--- config.mk ---
export PLATFORM = sky130hd
export DESIGN_NAME = imem_loader_rv32i
export DESIGN_NICKNAME = d
export VERILOG_FILES = /design/src/rtl/imem_loader_rv32i.sv
export SDC_FILE = /design/constraint.sdc
export NUM_CORES = 1
export LEC_CHECK = 0
export CORE_MARGIN = 5
export CORE_UTILIZATION = 59
export CTS_BUF_LIST = sky130_fd_sc_hd__clkbuf_8
export CTS_CLUSTER_DIAMETER = 150
export DETAILED_ROUTE_END_ITERATION = 16
export DONT_BUFFER_PORTS = 1
export PLACE_DENSITY = 0.77
export SLEW_MARGIN = 20
export SYNTH_ARGS = -nofsm -noshare
export SYNTH_HDL_FRONTEND = slang
export SYNTH_SLANG_ARGS = --single-unit
--- constraint.sdc ---
create_clock -name clock -period 4.7 [get_ports clock]
set_clock_uncertainty 0.1 [all_clocks]
set_input_delay 0.94 -clock clock [delete_from_list [all_inputs] [get_ports clock]]
set_output_delay 0.94 -clock clock [all_outputs]
set_load 0.01 [all_outputs]
--- src/rtl/imem_loader_rv32i.sv ---
// Boot loader: packs a byte stream into little-endian words for the 32-word RV32I instruction memory and holds the core in reset until the load finishes.
// Latency: imem_we pulses in the cycle right after the 4th byte handshake of a word; one word takes at least 5 cycles.
// Backpressure: byte_ready is high only in COLLECT and drops for the single WRITE cycle; an idle stream stalls with no timeout.
module imem_loader_rv32i #(
   parameter int DEPTH_WORDS = 32,
   parameter int ADDR_W      = 5
) (
   input  logic              clock,
   input  logic              reset_n,
   input  logic              start,
   input  logic [ADDR_W:0]   num_words,
   input  logic              abort,
   input  logic              byte_valid,
   input  logic [7:0]        byte_data,
   output logic              byte_ready,
   output logic              imem_we,
   output logic [ADDR_W-1:0] imem_waddr,
   output logic [31:0]       imem_wdata,
   output logic [ADDR_W:0]   word_count,
   output logic [7:0]        checksum,
   output logic              busy,
   output logic              done,
   output logic              cpu_hold
);

   typedef enum logic [1:0] {IDLE, COLLECT, WRITE, DONE} state_t;

   localparam logic [ADDR_W:0] DEPTH_L = (ADDR_W+1)'(DEPTH_WORDS);

   state_t          state;
   logic [1:0]      byte_idx;
   logic [ADDR_W:0] len;
   logic [31:0]     word_buf;
   logic            we_q;

   logic [ADDR_W:0] start_len;
   logic [ADDR_W:0] next_count;
   logic [31:0]     full_word;

   // Requested length clamped to the memory depth so addresses can never wrap.
   assign start_len  = (num_words > DEPTH_L) ? DEPTH_L : num_words;
   assign next_count = word_count + (ADDR_W+1)'(1);
   // Word as it looks once the 4th byte lands; only used when byte_idx is 3.
   assign full_word  = {byte_data, word_buf[23:0]};
   // An abort in the WRITE cycle has to kill the write in that same cycle.
   assign imem_we    = we_q & ~abort;

   // Load sequencer: all outputs except imem_we are registered here.
   always_ff @(posedge clock or negedge reset_n) begin
      if (!reset_n) begin
         state      <= IDLE;
         byte_idx   <= 2'd0;
         len        <= '0;
         word_buf   <= '0;
         we_q       <= 1'b0;
         byte_ready <= 1'b0;
         imem_waddr <= '0;
         imem_wdata <= '0;
         word_count <= '0;
         checksum   <= '0;
         busy       <= 1'b0;
         done       <= 1'b0;
         cpu_hold   <= 1'b1;
      end else begin
         we_q <= 1'b0;
         case (state)
            IDLE, DONE: begin
               if (start) begin
                  len        <= start_len;
                  word_count <= '0;
                  checksum   <= '0;
                  byte_idx   <= 2'd0;
                  if (start_len == '0) begin
                     state    <= DONE;
                     done     <= 1'b1;
                     busy     <= 1'b0;
                     cpu_hold <= 1'b0;
                  end else begin
                     state      <= COLLECT;
                     done       <= 1'b0;
                     busy       <= 1'b1;
                     cpu_hold   <= 1'b1;
                     byte_ready <= 1'b1;
                  end
               end
            end
            COLLECT: begin
               if (abort) begin
                  // Partial word is dropped; the core stays held in reset.
                  state      <= IDLE;
                  busy       <= 1'b0;
                  done       <= 1'b0;
                  byte_ready <= 1'b0;
                  byte_idx   <= 2'd0;
               end else if (byte_valid && byte_ready) begin
                  word_buf[{byte_idx, 3'b000} +: 8] <= byte_data;
                  checksum <= checksum + byte_data;
                  byte_idx <= byte_idx + 2'd1;
                  if (byte_idx == 2'd3) begin
                     state      <= WRITE;
                     byte_ready <= 1'b0;
                     we_q       <= 1'b1;
                     imem_waddr <= word_count[ADDR_W-1:0];
                     imem_wdata <= full_word;
                  end
               end
            end
            WRITE: begin
               byte_idx <= 2'd0;
               if (abort) begin
                  state <= IDLE;
                  busy  <= 1'b0;
                  done  <= 1'b0;
               end else begin
                  word_count <= next_count;
                  if (next_count == len) begin
                     state    <= DONE;
                     busy     <= 1'b0;
                     done     <= 1'b1;
                     cpu_hold <= 1'b0;
                  end else begin
                     state      <= COLLECT;
                     byte_ready <= 1'b1;
                  end
               end
            end
            default: state <= IDLE;
         endcase
      end
   end

endmodule

; Word-level counts from Yosys, hierarchy flattened
; Cells that the tools add are included.
; Widths: inputs -> output; s select.
[word_totals]
ram_bits = 0
inputBits = 19
latchBits = 0
mem_bits_ro = 0
ff_bits = 98
wordCells = 100
memories = 0
[classes]
n_reduce_logical = 16
shift = 2
eq_ne = 16
n_mul = 0
add_sub_neg = 4
bitwise_logic = 2
n_mux = 46
n_lt_le_gt_ge = 1
div_mod_pow = 0
[ops]
columns = cell, count
row1 = $bwmux 32, 1
row2 = $shift 8x7->32 const A, 1
row3 = $shiftx 8x7->32, 1
row4 = $mux 8, 3
row5 = $mux 1, 21
row6 = $mux 2, 10
row7 = $mux 6, 3
row8 = $ne 2x2->1 const B, 8
row9 = $pmux 8 s2, 1
row10 = $pmux 2 s3, 2
row11 = $pmux 6 s2, 1
row12 = $reduce_and 3->1, 4
row13 = $reduce_and 4->1, 3
row14 = $ne 3x3->1 const B, 3
row15 = $pmux 1 s3, 3
row16 = $add 8x8->8, 1
row17 = $neg 5->7, 1
row18 = $add 6x1->6 const B, 1
row19 = $eq 2x2->1 const B, 3
row20 = $eq 6x6->1, 1
row21 = $gt 6x6->1 const B, 1
row22 = $logic_not 6->1, 1
row23 = $reduce_and 6->1, 1
row24 = $reduce_and 2->1, 2
row25 = other kinds (9), 10

; Longest topological paths before layout
[logic_depth]
ltp_word = 6
mapped_depth = 9

; Least setup slack after synthesis
; OpenSTA, ideal clock, no wires.
[synth_path]
path_type = in2reg
start = in byte_data[0]
end = reg checksum[6]
path_stages = 8
setup_slack_ns = 2.143
setup_ns = 0.127
t_arrival_ns = 2.330
required_ns = 4.473
path_buffers = 0
path_cell_list = ha_1 > fa_1 > a21o_1 > a21oi_1 > o21bai_1 > a21oi_1 > xor2_1 > o21ai_0
[synth_via]
elab_chain_len = 4
[synth_lines]
columns = item, line_no
row1 = start: declaration, 14  ; input logic [7:0] byte_data,
row2 = $add 8x8->8, 97  ; checksum <= checksum + byte_data;
row3 = $mux 8, 95  ; end else if (byte_valid && byte_ready) begin
row4 = $mux 8, 88  ; if (abort) begin
row5 = $pmux 8 s2, 66  ; case (state)
row6 = end signal: assignment, 97
row7 = end: declaration, 20  ; output logic [7:0] checksum,
; Every way passes these cells. The select of a mux whose other input is x is not followed.
; A chain may end at the register's enable or synchronous reset.

; Worst setup path in the final report
[layout_path]
start = reg word_count[0]
end = reg busy
[layout_via]
elab_chain_len = 4
[layout_lines]
columns = item, line_no
row1 = start: declaration, 19  ; output logic [ADDR_W:0] word_count,
row2 = start signal: assignment, 115  ; word_count <= next_count;
row3 = $add 6x1->6, 42  ; assign next_count = word_count + (ADDR_W+1)'(1);
row4 = $eq 6x6->1, 116  ; if (next_count == len) begin
row5 = $ne 3x3->1 (no source line), --
row6 = $reduce_and 3->1 (no source line), --
row7 = end signal: assignment, 61  ; busy <= 1'b0;
row8 = end signal: assignment, 112  ; busy <= 1'b0;
row9 = end signal: assignment, 118  ; busy <= 1'b0;
row10 = end: declaration, 21  ; output logic busy,
; Every way passes these cells.

==> flow_metrics.env <==
export IMPL_outcome="finished, final reports clean"
export IMPL_synthesis_area_um2=4136
export IMPL_synth_edf_count=0
export IMPL_arrival_ns=2.74
export IMPL_syn_nets=413
export IMPL_grtUsageTotal_pct=20.64
export IMPL_grt_max_degree=91
export IMPL_synth_top_area_share_pct=53.84
export IMPL_rsz0062_at_grt="false"
export IMPL_syn_area_per_cell_um2=10.94
export IMPL_io_pins=75
export IMPL_p_total_uw=2046
export IMPL_start_util_pct=60.88
export IMPL_portBuffers=0
export IMPL_tns_ns=0
export IMPL_synth_largest_area_cell="dfrtp_1"
export IMPL_syn_inst=378
export IMPL_ys_types=48
export IMPL_hpwl_um=5906
export IMPL_grt_pass1_vias=2831
export IMPL_globalRouteOverflowTotal=0
export IMPL_die_area_um2=8785
export IMPL_cts_buffers=9
export IMPL_cts_path_max_buffers=2
export IMPL_yosys_warnings=0
export IMPL_start_kind="flop"
export IMPL_drc=0
export IMPL_crit_path_max_fanout=8
export IMPL_synth_ff_type="dfrtp_1"
export IMPL_initialDrtViolationCount=91
export IMPL_vias=2680
export IMPL_rows=30
export IMPL_wl_um=8195
export IMPL_r2r_start="word_count[0]$_DFFE_PN0P_"
export IMPL_fin_util_pct=65.03
export IMPL_worst_slack_ns=2.110
export IMPL_antenna_cells=0
export IMPL_clkSinkCount=90
export IMPL_core_area_um2=6794
export IMPL_antenna_found_initial=0
export IMPL_grt_pass1_wl_um=13970
export IMPL_synth_seq_cells=90
export IMPL_fin_crit_sh_pct=55.10
export IMPL_synthArstFlopShare_pct=100.0
export IMPL_worstPathRequired_ns=4.85
export IMPL_power_density_nw_per_um2=463.2
export IMPL_cp_end_kind="flop"
export IMPL_wl_per_cell_um=17.04
export IMPL_max_cap_violations=0
export IMPL_cts_hold_buf=0
export IMPL_hold_viol=0
export IMPL_htree_num_levels=3
export IMPL_setup_viol=0
export IMPL_fp_dieH_um=93.73
export IMPL_first_pass_iters=4
export IMPL_ys_top_cells_by_area="dfrtp_1 54%, mux2_2 10%, nand2_1 7.0%, o21ai_0 5.6%, ha_1 4.5%"
export IMPL_relSlewSlack_pct=39.76
export IMPL_fmax_ghz=0.3862
export IMPL_clk_pin_slew_ns=0.09
export IMPL_clock_latency_ns=0.36
export IMPL_fp_dieW_um=93.73
export IMPL_tritoncts="done"
export IMPL_post_drt_via_cell_ratio=5.572
export IMPL_min_path_type="primary input to asynchronous set/reset pin"
export IMPL_antenna_left=0
export IMPL_nets=415
export IMPL_cts_root_buf="clkbuf_8"
export IMPL_post_cts_setup_buffer_count=0
export IMPL_worstSetupPathType="flop to flop"
export IMPL_area_growth_pct=6.806
export IMPL_critPathLaunch="word_count[0]$_DFFE_PN0P_"
export IMPL_min_period_ns=2.590
export IMPL_drive_gt1_share_pct=16.36
export IMPL_p_leak_uw=0.002116
export IMPL_slew_viol_final=0
export IMPL_ir_worst_vdd_v=0.0003725
export IMPL_worst_slew_pin_slew_ns=0.9017
export IMPL_seq_area_frac_synth_pct=54.48
export IMPL_place_congestion=0.8614
export IMPL_cts_resized=0
export IMPL_pre_cts_slack_ns=1.879
-- final timing paths --
path,endpoint,slack [ns],cells after the start
hold / removal,imem_wdata[7]$_DFFE_PN0P_,0.16,0
setup reg to reg,busy$_DFFE_PN0P_,2.11,6
min in group clock,word_buf[6]$_DFFE_PN0P_,0.38,2
hold reg to reg,word_buf[6]$_DFFE_PN0P_,0.38,2
setup / recovery,busy$_DFFE_PN0P_,2.11,6
max in group asynchronous,cpu_hold$_DFFE_PN1P_,4.13,0
-- synthesized netlist by cell type, drive strengths merged (2+ instances only) --
master / n
nor2: 11
nand2: 77
inv: 8
a21oi: 10
xor2: 7
dfrtp: 89
ha: 15
nor3b: 5
nand2b: 8
nand3: 5
and3: 3
nand4: 2
a22o: 2
a211oi: 2
mux2: 39
xnor2: 9
or4: 2
clkbuf: 6
o21a: 2
o31ai: 2
nor3: 2
nor2b: 5
and2b: 2
buf: 4
o21ai: 46
-- report_power, final --
| group | leakage (uW) | internal (uW) | switching (uW) |
|---|---|---|---|
| combinational | 0.000791 | 223 | 306 |
| clock | 0.000103 | 261 | 273 |
| sequential | 0.00122 | 879 | 105 |
| total | 0.00212 | 1360 | 683 |
-- cell type report --
type | instances | area, um^2
flip-flops and latches | 90 | 2253
repair buffers | 1 | 7.507
fillers | 536 | 2376
well taps | 96 | 120.1
multi-input cells | 270 | 1804
clock buffers | 10 | 137.6
clock inverters | 6 | 65.06
inverters | 8 | 30.03
-- layer usage --
layer	wire length, um	global-route usage [%]	part of all wire (%)	up-vias
met1	3460	25.89	42	1285
met4	191	8.544	2.3	0
met5	0	0	0	-
li1	-	-	-	1309
met2	3917	32.58	48	72
met3	625	7.212	7.6	14
-- sequential cells by signal (all words and copies together) (netlist names) --
| register | cells |
|---|---|
| imem_waddr | 5 |
| cpu_hold | 1 |
| we_q | 1 |
| state | 2 |
| word_buf | 24 |
| busy | 1 |
| byte_idx | 2 |
| imem_wdata | 32 |
| byte_ready | 1 |
| checksum | 8 |
| done | 1 |
| word_count | 6 |
| len | 6 |
-- critical path: stages (launching register included) --
cell and delay, ns:
dfrtp_1 0.56, ha_1 0.33, nand3_1 0.13, or3_1 0.35
a211oi_2 0.46, o21a_2 0.23, mux2_1 0.32
-- placed cells by master (no fill, tap or decap), drive strengths merged, types with 5 or more instances in the layout --
cell	count
dfrtp	89
nor2	11
o21ai	46
nand2b	8
mux2	39
nor2b	5
xnor2	9
clkbuf	10
inv	9
ha	15
xor2	7
nor3b	5
nand3	5
a21oi	10
nand2	77
-- logic make-up after synthesis --
| kind of cell | count (synthesis) | synth area share (%) |
|---|---|---|
| flops | 90 | 54.48 |
| simple gates | 126 | 14.04 |
| fa+ha+maj | 16 | 5.021 |
| compound gates | 72 | 10.31 |
| buf+inv | 18 | 1.905 |
| mux | 40 | 10.86 |
| xor+xnor | 16 | 3.388 |
-- stage by stage --
| stage | cells | hold WS, ns | instance area [um^2] |
|---|---|---|---|
| global placement | 465 | 0.3594 | 4215 |
| global route | 481 | 0.1347 | 4418 |
| detailed placement | 465 | 0.3671 | 4215 |
| floorplan | 378 | 0.3460 | 4136 |
| finish | 481 | 0.1634 | 4418 |
| CTS | 481 | 0.1505 | 4418 |
Note: power is estimated with default switching activity, not from simulation.
